==> src/rtl/mem_arbiter.sv <==
// Single-port memory arbiter between I-cache refill and D-cache refill/write-back.
// Optional round-robin I-vs-D arbitration when MEM_ARB_RR_EN is defined.
`ifndef WORD_SIZE
`define WORD_SIZE 32
`endif
`ifndef CACHE_LINE_SIZE
`define CACHE_LINE_SIZE 128
`endif

module mem_arbiter #(
    parameter int WORD_SIZE = `WORD_SIZE,
    parameter int LINE_SIZE = `CACHE_LINE_SIZE
) (
    input  logic                 clk,
    input  logic                 rst,
    input  logic                 i_read,
    input  logic [WORD_SIZE-1:0] i_addr,
    output logic                 i_res,
    output logic [WORD_SIZE-1:0] i_res_addr,
    output logic [LINE_SIZE-1:0] i_res_data,
    input  logic                 d_read,
    input  logic [WORD_SIZE-1:0] d_addr,
    output logic                 d_res,
    output logic [WORD_SIZE-1:0] d_res_addr,
    output logic [LINE_SIZE-1:0] d_res_data,
    input  logic                 d_wenable,
    input  logic [WORD_SIZE-1:0] d_w_addr,
    input  logic [LINE_SIZE-1:0] d_w_data,
    output logic                 d_w_ack,
    output logic                 mem_req,
    output logic                 mem_we,
    output logic [WORD_SIZE-1:0] mem_addr,
    output logic [LINE_SIZE-1:0] mem_wdata,
    input  logic                 mem_res,
    input  logic [LINE_SIZE-1:0] mem_res_data,
    output logic                 busy
);
    typedef enum logic {IDLE, WAIT} state_t;
    localparam logic [1:0] OWN_NONE = 2'd0, OWN_I = 2'd1, OWN_DR = 2'd2, OWN_DW = 2'd3;

    state_t state, state_n;
    logic [1:0] owner, gnt_sel;
    logic ip_v, drp_v, dwp_v;
    logic [WORD_SIZE-1:0] ip_addr, drp_addr, dwp_addr;
    logic [LINE_SIZE-1:0] dwp_data;
    logic cand_i, cand_dr, cand_dw, cand_d, pick_d, grant, done;
    logic [WORD_SIZE-1:0] cand_i_addr, cand_dr_addr, cand_dw_addr, gnt_addr;
    logic [LINE_SIZE-1:0] cand_dw_data;
`ifdef MEM_ARB_RR_EN
    logic last_d;
`endif

    // Candidates include this cycle's pulses so an idle arbiter grants immediately.
    always_comb begin
        cand_i       = ip_v  | i_read;
        cand_dr      = drp_v | d_read;
        cand_dw      = dwp_v | d_wenable;
        cand_d       = cand_dr | cand_dw;
        cand_i_addr  = ip_v  ? ip_addr  : i_addr;
        cand_dr_addr = drp_v ? drp_addr : d_addr;
        cand_dw_addr = dwp_v ? dwp_addr : d_w_addr;
        cand_dw_data = dwp_v ? dwp_data : d_w_data;
        pick_d       = cand_d;
`ifdef MEM_ARB_RR_EN
        if (cand_i && cand_d) pick_d = !last_d;
`endif
        grant    = (state == IDLE) && (cand_i || cand_d);
        done     = (state == WAIT) && mem_res;
        gnt_sel  = OWN_I;
        gnt_addr = cand_i_addr;
        if (pick_d) begin
            gnt_sel  = cand_dw ? OWN_DW : OWN_DR;
            gnt_addr = cand_dw ? cand_dw_addr : cand_dr_addr;
        end
        state_n = state;
        if (grant) state_n = WAIT;
        if (done)  state_n = IDLE;
    end

    always_ff @(posedge clk) begin
        if (!rst) state <= IDLE;
        else      state <= state_n;
    end

    // A set slot ignores further pulses; it clears only on its own completion.
    always_ff @(posedge clk) begin
        if (!rst) begin
            ip_v     <= 1'b0;
            drp_v    <= 1'b0;
            dwp_v    <= 1'b0;
            ip_addr  <= '0;
            drp_addr <= '0;
            dwp_addr <= '0;
            dwp_data <= '0;
        end else begin
            if (!ip_v && i_read) begin
                ip_v    <= 1'b1;
                ip_addr <= i_addr;
            end
            if (!drp_v && d_read) begin
                drp_v    <= 1'b1;
                drp_addr <= d_addr;
            end
            if (!dwp_v && d_wenable) begin
                dwp_v    <= 1'b1;
                dwp_addr <= d_w_addr;
                dwp_data <= d_w_data;
            end
            if (done && owner == OWN_I)  ip_v  <= 1'b0;
            if (done && owner == OWN_DR) drp_v <= 1'b0;
            if (done && owner == OWN_DW) dwp_v <= 1'b0;
        end
    end

    // mem_addr holds the granted address, which is echoed back on *_res_addr.
    always_ff @(posedge clk) begin
        if (!rst) begin
            owner      <= OWN_NONE;
            mem_req    <= 1'b0;
            mem_we     <= 1'b0;
            mem_addr   <= '0;
            mem_wdata  <= '0;
            i_res      <= 1'b0;
            i_res_addr <= '0;
            i_res_data <= '0;
            d_res      <= 1'b0;
            d_res_addr <= '0;
            d_res_data <= '0;
            d_w_ack    <= 1'b0;
        end else begin
            mem_req <= 1'b0;
            i_res   <= 1'b0;
            d_res   <= 1'b0;
            d_w_ack <= 1'b0;
            if (grant) begin
                owner    <= gnt_sel;
                mem_req  <= 1'b1;
                mem_we   <= (gnt_sel == OWN_DW);
                mem_addr <= gnt_addr;
                if (gnt_sel == OWN_DW) mem_wdata <= cand_dw_data;
            end
            if (done) begin
                case (owner)
                    OWN_I: begin
                        i_res      <= 1'b1;
                        i_res_addr <= mem_addr;
                        i_res_data <= mem_res_data;
                    end
                    OWN_DR: begin
                        d_res      <= 1'b1;
                        d_res_addr <= mem_addr;
                        d_res_data <= mem_res_data;
                    end
                    OWN_DW:  d_w_ack <= 1'b1;
                    default: ;
                endcase
            end
        end
    end

`ifdef MEM_ARB_RR_EN
    always_ff @(posedge clk) begin
        if (!rst)      last_d <= 1'b0;
        else if (done) last_d <= (owner != OWN_I);
    end
`endif

    assign busy = (state == WAIT);
endmodule

==> config.mk <==
export PLATFORM = sky130hd
export DESIGN_NAME = mem_arbiter
export DESIGN_NICKNAME = d
export VERILOG_FILES = /design/src/rtl/mem_arbiter.sv
export SDC_FILE = /design/constraint.sdc
export NUM_CORES = 1
export LEC_CHECK = 0
export ABC_AREA = 1
export BUFFER_PORTS_ARGS = -buffer_cell sky130_fd_sc_hd__buf_2
export CORE_AREA = 2 2 332 334
export DETAILED_ROUTE_END_ITERATION = 8
export DIE_AREA = 0 0 334 336
export GPL_ROUTABILITY_DRIVEN = 0
export SETUP_SLACK_MARGIN = 0.2
export SYNTH_ARGS = -nofsm -noshare
export SYNTH_HDL_FRONTEND = slang
export SYNTH_SLANG_ARGS = --single-unit
export TNS_END_PERCENT = 20
==> constraint.sdc <==
create_clock -name clk -period 4.3 [get_ports clk]
set_clock_uncertainty 0.2 [all_clocks]
set_input_delay 0.86 -clock clk [delete_from_list [all_inputs] [get_ports clk]]
set_output_delay 0.86 -clock clk [all_outputs]
set_load 0.02 [all_outputs]
# After elaboration in Yosys (flattened, before gate mapping)
# Index checks and enable logic that the tools add are counted.
[word_totals]
register_bits = 715
output_inout_bits = 486
elab_cells = 62
[op_classes]
eq_ne = 4
muxes = 12
n_bitwise = 6
reduce_logical = 20
[op_table]
columns = ["cell", "count"]
rows = [
  ["two-way mux 32 bit", 5],
  ["two-way mux 128 bit", 1],
  ["logical AND 1 bit", 8],
  ["AND reduction 2 bit", 4],
  ["OR reduction 2 bit", 4],
  ["equality test 2 bit, second input constant", 3],
  ["two-way mux 1 bit", 5],
  ["bitwise OR 1 bit", 4],
  ["logical NOT 1 bit", 3],
  ["equality test 2 x 1 -> 1 bit, second input constant", 1],
  ["two-way mux 2 bit", 1],
  ["NOT 1 bit", 2],
  ["logical OR 1 bit", 1],
]

# Depth between registers and ports, before layout
# Gate-level depths: netlist of the first run.
[depth]
ltp_word = 5
mapped_depth = 9

# Worst setup path after synthesis of the first run
# No wires, ideal clock.
[synth_timing]
kind = "in2reg"
from = "input rst"
to = "register dwp_data[106]"
setup_ns = 0.147
t_arrival_ns = 1.759
required_ns = 3.953
setup_slack_ns = 2.195
cell_stages = 5
path_buffers = 3
cell_sequence = "buf_4 > clkinv_1 > buf_2 > buf_1 > a211oi_2"
[synth_rtl]
columns = ["element", "line_no", "source"]
rows = [
  ["start: declaration", "15", "input logic rst,"],
  ["end signal: assignment", "107", "dwp_data <= d_w_data;"],
  ["end: declaration", "45", "logic [LINE_SIZE-1:0] dwp_data;"],
]
# No word-level cell between the ends.

# Worst setup path after layout of the first run
[layout_timing]
from = "register drp_v"
to = "register mem_addr[19]"
[layout_via]
elab_chain_cells = 4
elab_cells_between_ends = 7
classes_between = "mux (3); bitwise (2); reduce/logical (2)"
[layout_lines]
columns = ["element", "line_no", "source"]
rows = [
  ["start: declaration", "43", "logic ip_v, drp_v, dwp_v;"],
  ["start signal: assignment", "89", "drp_v <= 1'b0;"],
  ["start signal: assignment", "101", "drp_v <= 1'b1;"],
  ["start signal: assignment", "110", "if (done && owner == OWN_DR) drp_v <= 1'b0;"],
  ["bitwise OR 1 bit", "56", "cand_dr = drp_v | d_read;"],
  ["bitwise OR 1 bit", "58", "cand_d = cand_dr | cand_dw;"],
  ["logical OR 1 bit", "67", "grant = (state == IDLE) && (cand_i || cand_d);"],
  ["logical AND 1 bit", "67", ""],
  ["end signal: assignment", "139", "mem_addr <= gnt_addr;"],
  ["end: declaration", "32", "output logic [WORD_SIZE-1:0] mem_addr,"],
]
# Parallel ways exist; a longest one is shown, timed or not.
# A chain may end at the register's enable or synchronous reset.

==> results_dict.tcl, run 1 <==
set metrics [dict create \
    critical_path.max_fanout 35 \
    antenna_found_initial 53 \
    post_cts_buffers 0 \
    fin_hold_ws_ns 0.252 \
    timing.hold.worst.class "reg2reg" \
    critPathCaptureType "flop" \
    r2r_cells 7 \
    hold-path-endpoint "drp_addr[12]" \
    tightest_slew_margin_relative_to_the_limit_pct 15.8 \
    via_count_of_the_first_global_routing_pass 25300 \
    fmax_mhz 363 \
    fin_crit_ns 2.75 \
    drt_iter0_drc 1536 \
    post_synthesis_sequential_area_ratio_pct 51.1 \
    worst_skew_pair.late_latency_ns 0.67 \
    tritoncts.num_buffers 83 \
    die-area_sq_mm 0.112 \
    portion_of_the_clock_cycle_consumed_by_the_worst_path_in_the_final_layout_pct 64.0 \
    post_cts_resized 0 \
    die_x_um 334 \
    finalMaxSlewViolations 0 \
    run_status "finished, final reports clean" \
    fp.dieH_um 336 \
    layout.filler_cells 11600 \
    synth.avg_cell_area_sq_um 7.53 \
    cts_tree "built" \
    syn_to_final_growth_pct 29.0 \
    clock-root-buffer "sky130_fd_sc_hd__clkbuf_16" \
    post-route-worst-setup-slack_ns 1.55 \
    post_route_cells_drive_above_1_share_pct 24.1 \
    clock_tree.buffer_depth 3 \
    rsz0062_at_grt "false" \
    postSynthRegisterBits 715 \
    global_route_wire_length_before_repair_um 161000 \
    worstSetupPathType "reg2reg" \
    rrSetupSlack_ns 1.55 \
    detail_route.first_pass.iterations 5 \
    rows 121 \
    drt_wl_total_um 110000 \
    clk_pin_slew_worst_paths_ns 0.06 \
    netlist_instances 3722 \
    core_sq_mm 0.108 \
    critical_path.startpoint_type "flop" \
    h-tree-depth 3 \
    syn-cell-area_sq_mm 0.0280 \
    finalHoldViolCount 0 \
    start_util_pct 25.8 \
    holdPathStages 2 \
    detailroute.via_count 27500 \
    required_ns 4.67 \
    cts.hold.buffers_added 0 \
    detail_route.wl_per_cell_um 18.8 \
    worst_r2r_endpoint "mem_addr[19]" \
    holdCritStartpoint "drp_addr[12]" \
    yosys_warnings 0 \
    pin_count 844 \
    grt_start_max_net_pins 205 \
    p_per_area_mw_per_mm2 465 \
    power_leakage_uw 0.0168 \
    tightest_slew_ns 1.26 \
    max_cap_violations 0 \
    regToRegStartpoint "drp_v" \
    remaining_antenna_violation_count_after_routing 0 \
    post-route-drc-count 0 \
    mostFrequentLayoutCells "sky130_fd_sc_hd__buf_2 (842), sky130_fd_sc_hd__dfxtp_1 (712), sky130_fd_sc_hd__nand2_1 (614), sky130_fd_sc_hd__o21ai_0 (493), sky130_fd_sc_hd__nand3_1 (385)" \
    synth_cell_types 25 \
    synth.net_count 4080 \
    design.final.nets 4748 \
    numClockSinks 715 \
    setup-tns-final_ns 0 \
    detailedPlace.worstSlack_ns 1.21 \
    count_of_input_and_output_buffers 843 \
    global_route.usage.total_pct 18.6 \
    detail_route.vias_per_cell 4.67 \
    worst_ir_drop_vdd_uv 286 \
    mostFrequentLayoutCell "sky130_fd_sc_hd__buf_2" \
    dp_hpwl_um 77900 \
    global_route.overflow_total 0 \
    timing.final.setup_violations 0 \
    critical_path_arrival_ns 3.13 \
]
## layer usage
| metal | track usage, % | part of all wire (%) | routed length [um] |
|---|---|---|---|
| met5 | 0 | 0.27 | 294 |
| met4 | 6.15 | 3.0 | 3270 |
| met3 | 6.05 | 8.7 | 9640 |
| met2 | 30.7 | 47 | 51600 |
| met1 | 23.0 | 41 | 45600 |
## worst max path at each step
| stage | from | to | slack, ns | cells after the start |
|---|---|---|---|---|
| detailed placement | d_wenable | mem_addr[14] | 1.21 | 8 |
| floorplan | rst | dwp_data[106] | 2.19 | 5 |
| finish | drp_v | mem_addr[19] | 1.55 | 7 |
| global route | drp_v | mem_addr[17] | 1.33 | 7 |
| global placement | d_wenable | mem_addr[11] | 1.22 | 8 |
| CTS | drp_v | mem_addr[14] | 1.54 | 7 |
## final cells by class
class,count,area [sq um],area share (%)
timing repair buffer,887,4730,13.1
clock buffer,113,2380,6.58
clock inverter,35,423,1.17
sequential,715,14300,39.6
tap,1414,1770,4.90
multi-input combinational,2334,11100,30.7
antenna,14,35.0,0.0969
inverter,369,1400,3.87
## Yosys cell counts (all sizes together)
cell type,n,area (sq um)
dfxtp,715,14300
nand2,617,2320
o21ai,608,3040
nand3,387,1950
inv,367,1380
nor2,329,1250
a21oi,259,1300
clkbuf,187,704
a211oi,129,1120
buf,117,594
clkinv,2,7.51
nand4,2,25.0
a311oi,1,8.76
nor4,1,6.26
o31ai,1,7.51
## report_power, final
group / switching (uW) / internal [uW]
clock network: 2990 / 4270
logic: 1550 / 717
registers: 267 / 7020
total: 4810 / 12000
## sequential cells by signal, summed over array words and instances (netlist names), 2 cells and up
| signal | flops |
|---|---|
| d_res_addr | 32 |
| i_res_addr | 32 |
| owner | 2 |
| mem_addr | 32 |
| dwp_data | 128 |
| drp_addr | 32 |
| mem_wdata | 128 |
| ip_addr | 32 |
| dwp_addr | 32 |
| d_res_data | 128 |
| i_res_data | 128 |
## stage by stage
step           utilization (%)  power, uW  area [sq um]  instances
2_1_floorplan                -       8760         28000       3722
3_3_place_gp              30.7       9690         33300       5719
3_5_place_dp              30.7       9710         33300       5719
4_1_cts                   33.3      17000         36100       5867
5_1_grt                   33.3      17500         36100       5872
6_report                  33.3      16800         36100       5881
## critical path, cell delays in order (launching register included)
cell	delay (ns)
sky130_fd_sc_hd__dfxtp_2	0.89
sky130_fd_sc_hd__nor2_2	0.20
sky130_fd_sc_hd__nand2_2	0.62
sky130_fd_sc_hd__buf_4	0.40
sky130_fd_sc_hd__nor2_1	0.08
sky130_fd_sc_hd__nor2_1	0.10
sky130_fd_sc_hd__nand2_1	0.07
sky130_fd_sc_hd__a21oi_1	0.11
## cells by family after synthesis
| kind of cell | Yosys count | share of synthesized area (%) |
|---|---|---|
| compound gates | 998 | 19.5 |
| flops | 715 | 51.1 |
| buf+inv | 673 | 9.58 |
| simple gates | 1336 | 19.8 |
Note: power is estimated with default switching activity, not from simulation.
==> run 2, diff against run 1 <==
clock period = 2.53 ns   (was 4.3 ns; I/O delays follow)
==> run 2 against run 1 <==
Sequential power rose by 70%. Global-route usage rose by 1.1 points. Count of clock-buffer cells in the layout is 2 lower. Die area did not move. Sequential share of layout area shrank 4.3 points. Via count rose by 6.1%. Non-clock buffer count grew 428. Critical path depth is 6 lower. Wire length is 5.2% higher. Highest routed layer unchanged. Clock power is 74% higher. Cell count up 7.5%. Flip-flop and latch count unchanged.
==> results_dict.tcl, run 2 (synthesis gave the netlist of run 1 again) <==
set metrics [dict create \
    run_status "finished, final reports clean" \
    detailroute.via_count 29100 \
    regToRegStartpoint "dwp_v" \
    mostFrequentLayoutCell "sky130_fd_sc_hd__buf_2" \
    critical_path.max_fanout 2 \
    post-route-drc-count 0 \
    global_route_wire_length_before_repair_um 172000 \
    rows 121 \
    p_per_area_mw_per_mm2 726 \
    dp_hpwl_um 82800 \
    cts_tree "built" \
    syn_to_final_growth_pct 44.9 \
    finalMaxSlewViolations 0 \
    core_sq_mm 0.108 \
    holdCritStartpoint "d_addr[26]" \
    global_route.usage.total_pct 19.7 \
    grtUsageMet2_pct 32.9 \
    totalPowerFinal_uw 29500 \
    max_cap_violations 0 \
    hold-path-endpoint "drp_addr[26]" \
    start_util_pct 25.8 \
    tightest_slew_margin_relative_to_the_limit_pct 49.4 \
    fmax_mhz 442 \
    holdPathStages 5 \
    pin_count 844 \
    tritoncts.num_buffers 82 \
    critical_path.startpoint_type "flop" \
    drt_iter0_drc 1984 \
    tightest_slew_ns 0.759 \
    clock-root-buffer "sky130_fd_sc_hd__clkbuf_16" \
    fp.dieH_um 336 \
    instances_no_fill 6320 \
    remaining_antenna_violation_count_after_routing 0 \
    grt_start_max_net_pins 143 \
    dpl.cell_count 5797 \
    setup-tns-final_ns 0 \
    numClockSinks 715 \
    worst_ir_drop_vdd_uv 614 \
    rsz0062_at_grt "false" \
    die-area_sq_mm 0.112 \
    required_ns 1.82 \
    critical_path.n_buffers_inverters 1 \
    detail_route.first_pass.iterations 6 \
    mostFrequentLayoutCells "sky130_fd_sc_hd__buf_2 (842), sky130_fd_sc_hd__dfxtp_1 (711), sky130_fd_sc_hd__nand2_1 (614), sky130_fd_sc_hd__o21ai_0 (493), sky130_fd_sc_hd__nand3_1 (385)" \
    gr-usage-met1_pct 24.1 \
    count_of_input_and_output_buffers 843 \
    critical-path-slowest-cell "sky130_fd_sc_hd__dfxtp_1" \
    design.final.nets 5175 \
    drt_wl_total_um 116000 \
    global_route.overflow_total 0 \
    fin_crit_ns 2.26 \
    worst_skew_pair.late_latency_ns 0.67 \
    layout.filler_cells 11200 \
    rrSetupSlack_ns 0.49 \
    finalHoldViolCount 0 \
    r2r_cells 7 \
    h-tree-depth 3 \
    clk_pin_slew_worst_paths_ns 0.06 \
    worstSetupPathType "reg2out" \
    globalRouteMet3Util_pct 5.55 \
    path_cells "buf_2" \
    antenna_found_initial 45 \
    portion_of_the_clock_cycle_consumed_by_the_worst_path_in_the_final_layout_pct 89.5 \
    die_x_um 334 \
    post_route_cells_drive_above_1_share_pct 23.6 \
    worst_r2r_endpoint "mem_addr[7]" \
    via_count_of_the_first_global_routing_pass 27600 \
    grt-busiest-layer "met2" \
    critPathCaptureType "output pin" \
    timing.hold.worst.class "in2reg" \
    critical_path.max_stage_delay_ns 0.64 \
    post_cts_buffers 0 \
    timing.final.setup_violations 0 \
    detail_route.wl_per_cell_um 18.4 \
    detail_route.vias_per_cell 4.61 \
    critical_path_arrival_ns 1.56 \
    clock_tree.buffer_depth 3 \
    power_leakage_uw 0.0188 \
    critical_path.top_delay_family "flip-flops" \
]
==> run 2: changes by cell type in the layout (fill, tap and decap cells not counted), moves of 2 or more <==
| cell | before | now |
|---|---|---|
| sky130_fd_sc_hd__buf_12 | 14 | 35 |
| sky130_fd_sc_hd__inv_6 | 5 | 1 |
| sky130_fd_sc_hd__clkinv_4 | 3 | 6 |
| sky130_fd_sc_hd__bufinv_16 | 6 | 8 |
| sky130_fd_sc_hd__clkbuf_1 | 11 | 13 |
| sky130_fd_sc_hd__buf_4 | 30 | 87 |
| sky130_fd_sc_hd__clkinv_16 | 1 | 3 |
| sky130_fd_sc_hd__clkinv_2 | 16 | 14 |
| sky130_fd_sc_hd__diode_2 | 14 | 24 |
| sky130_fd_sc_hd__clkbuf_8 | 19 | 16 |
| sky130_fd_sc_hd__dlygate4sd3_1 | 0 | 350 |
==> run 2: cell type report <==
type / instances / area, sq um / share of cell area (%)
repair buffers: 1315 / 9090 / 22.4
clock buffers: 111 / 2320 / 5.72
diodes: 24 / 60.1 / 0.148
flip-flops and latches: 715 / 14300 / 35.3
well taps: 1414 / 1770 / 4.36
multi-input cells: 2334 / 11100 / 27.3
clock inverters: 38 / 552 / 1.36
inverters: 369 / 1400 / 3.45
==> run 2: stage by stage <==
step	worst slack [ns]	instance area, sq um	util, %	hold slack (ns)
6_report	0.267	40600	37.4	0.0502
4_1_cts	0.203	40500	37.4	0.00732
3_3_place_gp	0.382	34200	31.5	0.239
3_5_place_dp	0.351	34200	31.5	0.243
5_1_grt	0.226	40500	37.4	0.0254
2_1_floorplan	0.779	28000	-	0.229
==> run 2: worst max path at each step <==
| stage | slack, ns | cells after the start | endpoint | from |
|---|---|---|---|---|
| floorplan | 0.78 | 5 | dwp_data[106] | rst |
| global placement | 0.38 | 8 | mem_addr[1] | d_wenable |
| detailed placement | 0.35 | 8 | d_res_data[20] | mem_res |
| CTS | 0.20 | 1 | mem_addr[24] | mem_addr[24] |
| global route | 0.23 | 1 | mem_addr[31] | mem_addr[31] |
| finish | 0.27 | 1 | mem_addr[31] | mem_addr[31] |
==> run 2: timing repair <==
| item | CTS | global route |
|---|---|---|
| hold buffers | 350 | 0 |
| setup endpoints to repair | 1 | 0 |
| resized for setup | 1 | 0 |
| endpoints found under the hold margin | 474 | 0 |
==> run 2: where the power goes <==
group	leakage, uW	internal (uW)	total (uW)	switching, uW
clock	0.00141	7360	12600	5210
sequential	0.00585	11900	12400	448
combinational	0.0115	1710	4530	2820
==> run 2: per-layer routing <==
| layer | share of wire, % | vias up |
|---|---|---|
| li1 | - | 14400 |
| met1 | 42 | 13400 |
| met2 | 47 | 1015 |
| met3 | 7.5 | 239 |
| met4 | 3.9 | 34 |
| met5 | 0.19 | - |
==> run 3, diff against run 2 <==
RECOVER_POWER = 100   (was default)
==> run 3 against run 2 <==
Sequential power hardly changed. Setup slack got worse by 0.052 ns. Register-to-register slack worse by 0.23 ns. Wire length rose by 0.36%. Largest cell class unchanged. Largest power group unchanged.
==> results_dict.tcl, run 3 (synthesis gave the netlist of run 1 again) <==
set metrics [dict create \
    run_status "finished, final reports clean" \
    post_route_cells_drive_above_1_share_pct 13.1 \
    tritoncts.num_buffers 82 \
    core_sq_mm 0.108 \
    rrSetupSlack_ns 0.26 \
    clock_tree.buffer_depth 3 \
    critical_path.max_fanout 36 \
    timing.final.setup_violations 0 \
    worst_r2r_endpoint "mem_wdata[122]" \
    critical_path.top_delay_family "buffers and inverters" \
    path_cells "dlygate4sd3_1, clkbuf_4, nand4_4, clkbuf_4, buf_4, o21ai_0" \
    clock-root-buffer "sky130_fd_sc_hd__clkbuf_16" \
    detailroute.via_count 29200 \
    critical_path.endpoint "i_res_data[21]" \
    die_x_um 334 \
    max_cap_violations 0 \
    drt_iter0_drc 1917 \
    uppermost_metal_layer_occupied_by_signal_nets "met5" \
    pin_count 844 \
    power_leakage_uw 0.0167 \
    global_route.usage.total_pct 19.7 \
    finalMaxSlewViolations 0 \
    required_ns 2.86 \
    detail_route.vias_per_cell 4.62 \
    drt_wl_total_um 117000 \
    via_count_of_the_first_global_routing_pass 27600 \
    die-area_sq_mm 0.112 \
    detail_route.wl_per_cell_um 18.5 \
    critical_path_arrival_ns 2.65 \
    dpl.cell_count 5797 \
    dp_hpwl_um 82800 \
    worstSetupStartpoint "rst" \
    global_route.overflow_total 0 \
    met2WireLength_um 54700 \
    detail_route.first_pass.iterations 7 \
    cpMostUsedCell "sky130_fd_sc_hd__clkbuf_4" \
    setup-tns-final_ns 0 \
    totalPowerFinal_uw 29300 \
    r2r_cells 6 \
    fin_crit_ns 2.32 \
    fp.dieH_um 336 \
    tightest_slew_margin_relative_to_the_limit_pct 34.1 \
    start_util_pct 25.8 \
    timing.hold.worst.class "in2reg" \
    critical_path.max_stage_delay_ns 0.56 \
    antenna_found_initial 45 \
    grt_start_max_net_pins 143 \
    critical_path.startpoint_type "input pin" \
    h-tree-depth 3 \
    global_route_wire_length_before_repair_um 172000 \
    finalHoldViolCount 0 \
    post-route-drc-count 0 \
    portion_of_the_clock_cycle_consumed_by_the_worst_path_in_the_final_layout_pct 91.5 \
    clk_pin_slew_worst_paths_ns 0.06 \
    instances_no_fill 6315 \
    mostFrequentLayoutCell "sky130_fd_sc_hd__dfxtp_1" \
    cts_tree "built" \
    worst_skew_pair.late_latency_ns 0.66 \
    fmax_mhz 432 \
    critical-path-slowest-cell "sky130_fd_sc_hd__dlygate4sd3_1" \
    design.final.nets 5175 \
    worst_ir_drop_vdd_uv 614 \
    syn_to_final_growth_pct 41.7 \
    rows 121 \
    critical_path.n_buffers_inverters 4 \
    cp.depth 6 \
    met3WireLength_um 8880 \
    regToRegStartpoint "dwp_v" \
    tightest_slew_ns 0.989 \
    mostFrequentLayoutCells "sky130_fd_sc_hd__dfxtp_1 (713), sky130_fd_sc_hd__nand2_1 (614), sky130_fd_sc_hd__o21ai_0 (580), sky130_fd_sc_hd__clkbuf_1 (507), sky130_fd_sc_hd__nand3_1 (385)" \
    worstSetupPathType "in2reg" \
    critPathCaptureType "flop" \
    met1Wirelength_um 48300 \
    rsz0062_at_grt "false" \
    p_per_area_mw_per_mm2 738 \
    numClockSinks 715 \
    count_of_input_and_output_buffers 843 \
    remaining_antenna_violation_count_after_routing 0 \
]
## run 3: changes by cell type in the layout (fill, tap and decap cells not counted), moves of 2 or more
cell                       before  now
sky130_fd_sc_hd__a211oi_1      99  112
sky130_fd_sc_hd__o21ai_0      493  580
sky130_fd_sc_hd__clkbuf_2       0   15
sky130_fd_sc_hd__o21ai_1      115   28
sky130_fd_sc_hd__clkbuf_4       0    6
sky130_fd_sc_hd__a211oi_2      30   17
sky130_fd_sc_hd__buf_2        842  358
sky130_fd_sc_hd__buf_4         87   63
sky130_fd_sc_hd__diode_2       24   19
sky130_fd_sc_hd__clkbuf_1      13  507
sky130_fd_sc_hd__buf_6          0    2
sky130_fd_sc_hd__dfxtp_1      711  713
sky130_fd_sc_hd__dfxtp_2        3    1
sky130_fd_sc_hd__buf_12        35   27
## run 3: routing by layer
layer  vias to the layer above  GRT usage [%]
met1                     13400           24.1
met5                         -              0
met3                       251           5.55
met2                      1033           32.9
li1                      14400              -
met4                        32           7.52
## run 3: how the worst min path moves through the flow
stage	depth (start not counted)	slack (ns)	startpoint	endpoint
after floorplan	2	0.23	drp_addr[25]	drp_addr[25]
after global placement	2	0.24	drp_addr[11]	drp_addr[11]
after detailed placement	2	0.24	drp_addr[11]	drp_addr[11]
after CTS	5	0.007	d_addr[26]	drp_addr[26]
after global routing	5	0.03	d_addr[26]	drp_addr[26]
final	5	0.05	d_addr[26]	drp_addr[26]
## run 3: worst reg2reg max path: cells and delay by family, from the launching register on
| family | cells | cell delay, ns |
|---|---|---|
| buffers and inverters | 2 | 0.45 |
| AO/OA/AOI/OAI | 1 | 0.13 |
| AND/OR/NAND/NOR | 3 | 0.95 |
| flip-flops | 1 | 0.46 |
## run 3: per-stage QoR
stage                     hold WS (ns)  setup slack [ns]  utilization, %  instance area [sq um]
final                           0.0531             0.215            36.6                  39700
after global routing            0.0254             0.122            36.6                  39700
after CTS                      0.00732             0.203            37.4                  40500
after detailed placement         0.243             0.351            31.5                  34200
after global placement           0.239             0.382            31.5                  34200
after floorplan                  0.229             0.779               -                  28000
## run 3: cell type report
cell class / instances / area, sq um
Inverter: 369 / 1400
Timing Repair Buffer: 1315 / 8310
Clock buffer: 111 / 2320
Multi-Input combinational cell: 2334 / 11000
Antenna cell: 19 / 47.5
Fill cell: 11500 / 68700
Tap cell: 1414 / 1770
Sequential cell: 715 / 14300
Clock inverter: 38 / 552
## run 3: where the power goes
part / switching, uW / internal (uW) / leakage, uW
registers: 459 / 11900 / 0.00585
logic: 2790 / 1560 / 0.00941
clock network: 5200 / 7360 / 0.00141
total: 8450 / 20900 / 0.0167
## run 3: what timing repair did
action / in CTS / in global routing
gates resized for setup: 1 / 0
buffers inserted: 0 / 0
hold endpoints to repair: 474 / 0
hold buffers: 350 / 0
endpoints found under the setup margin: 1 / 0
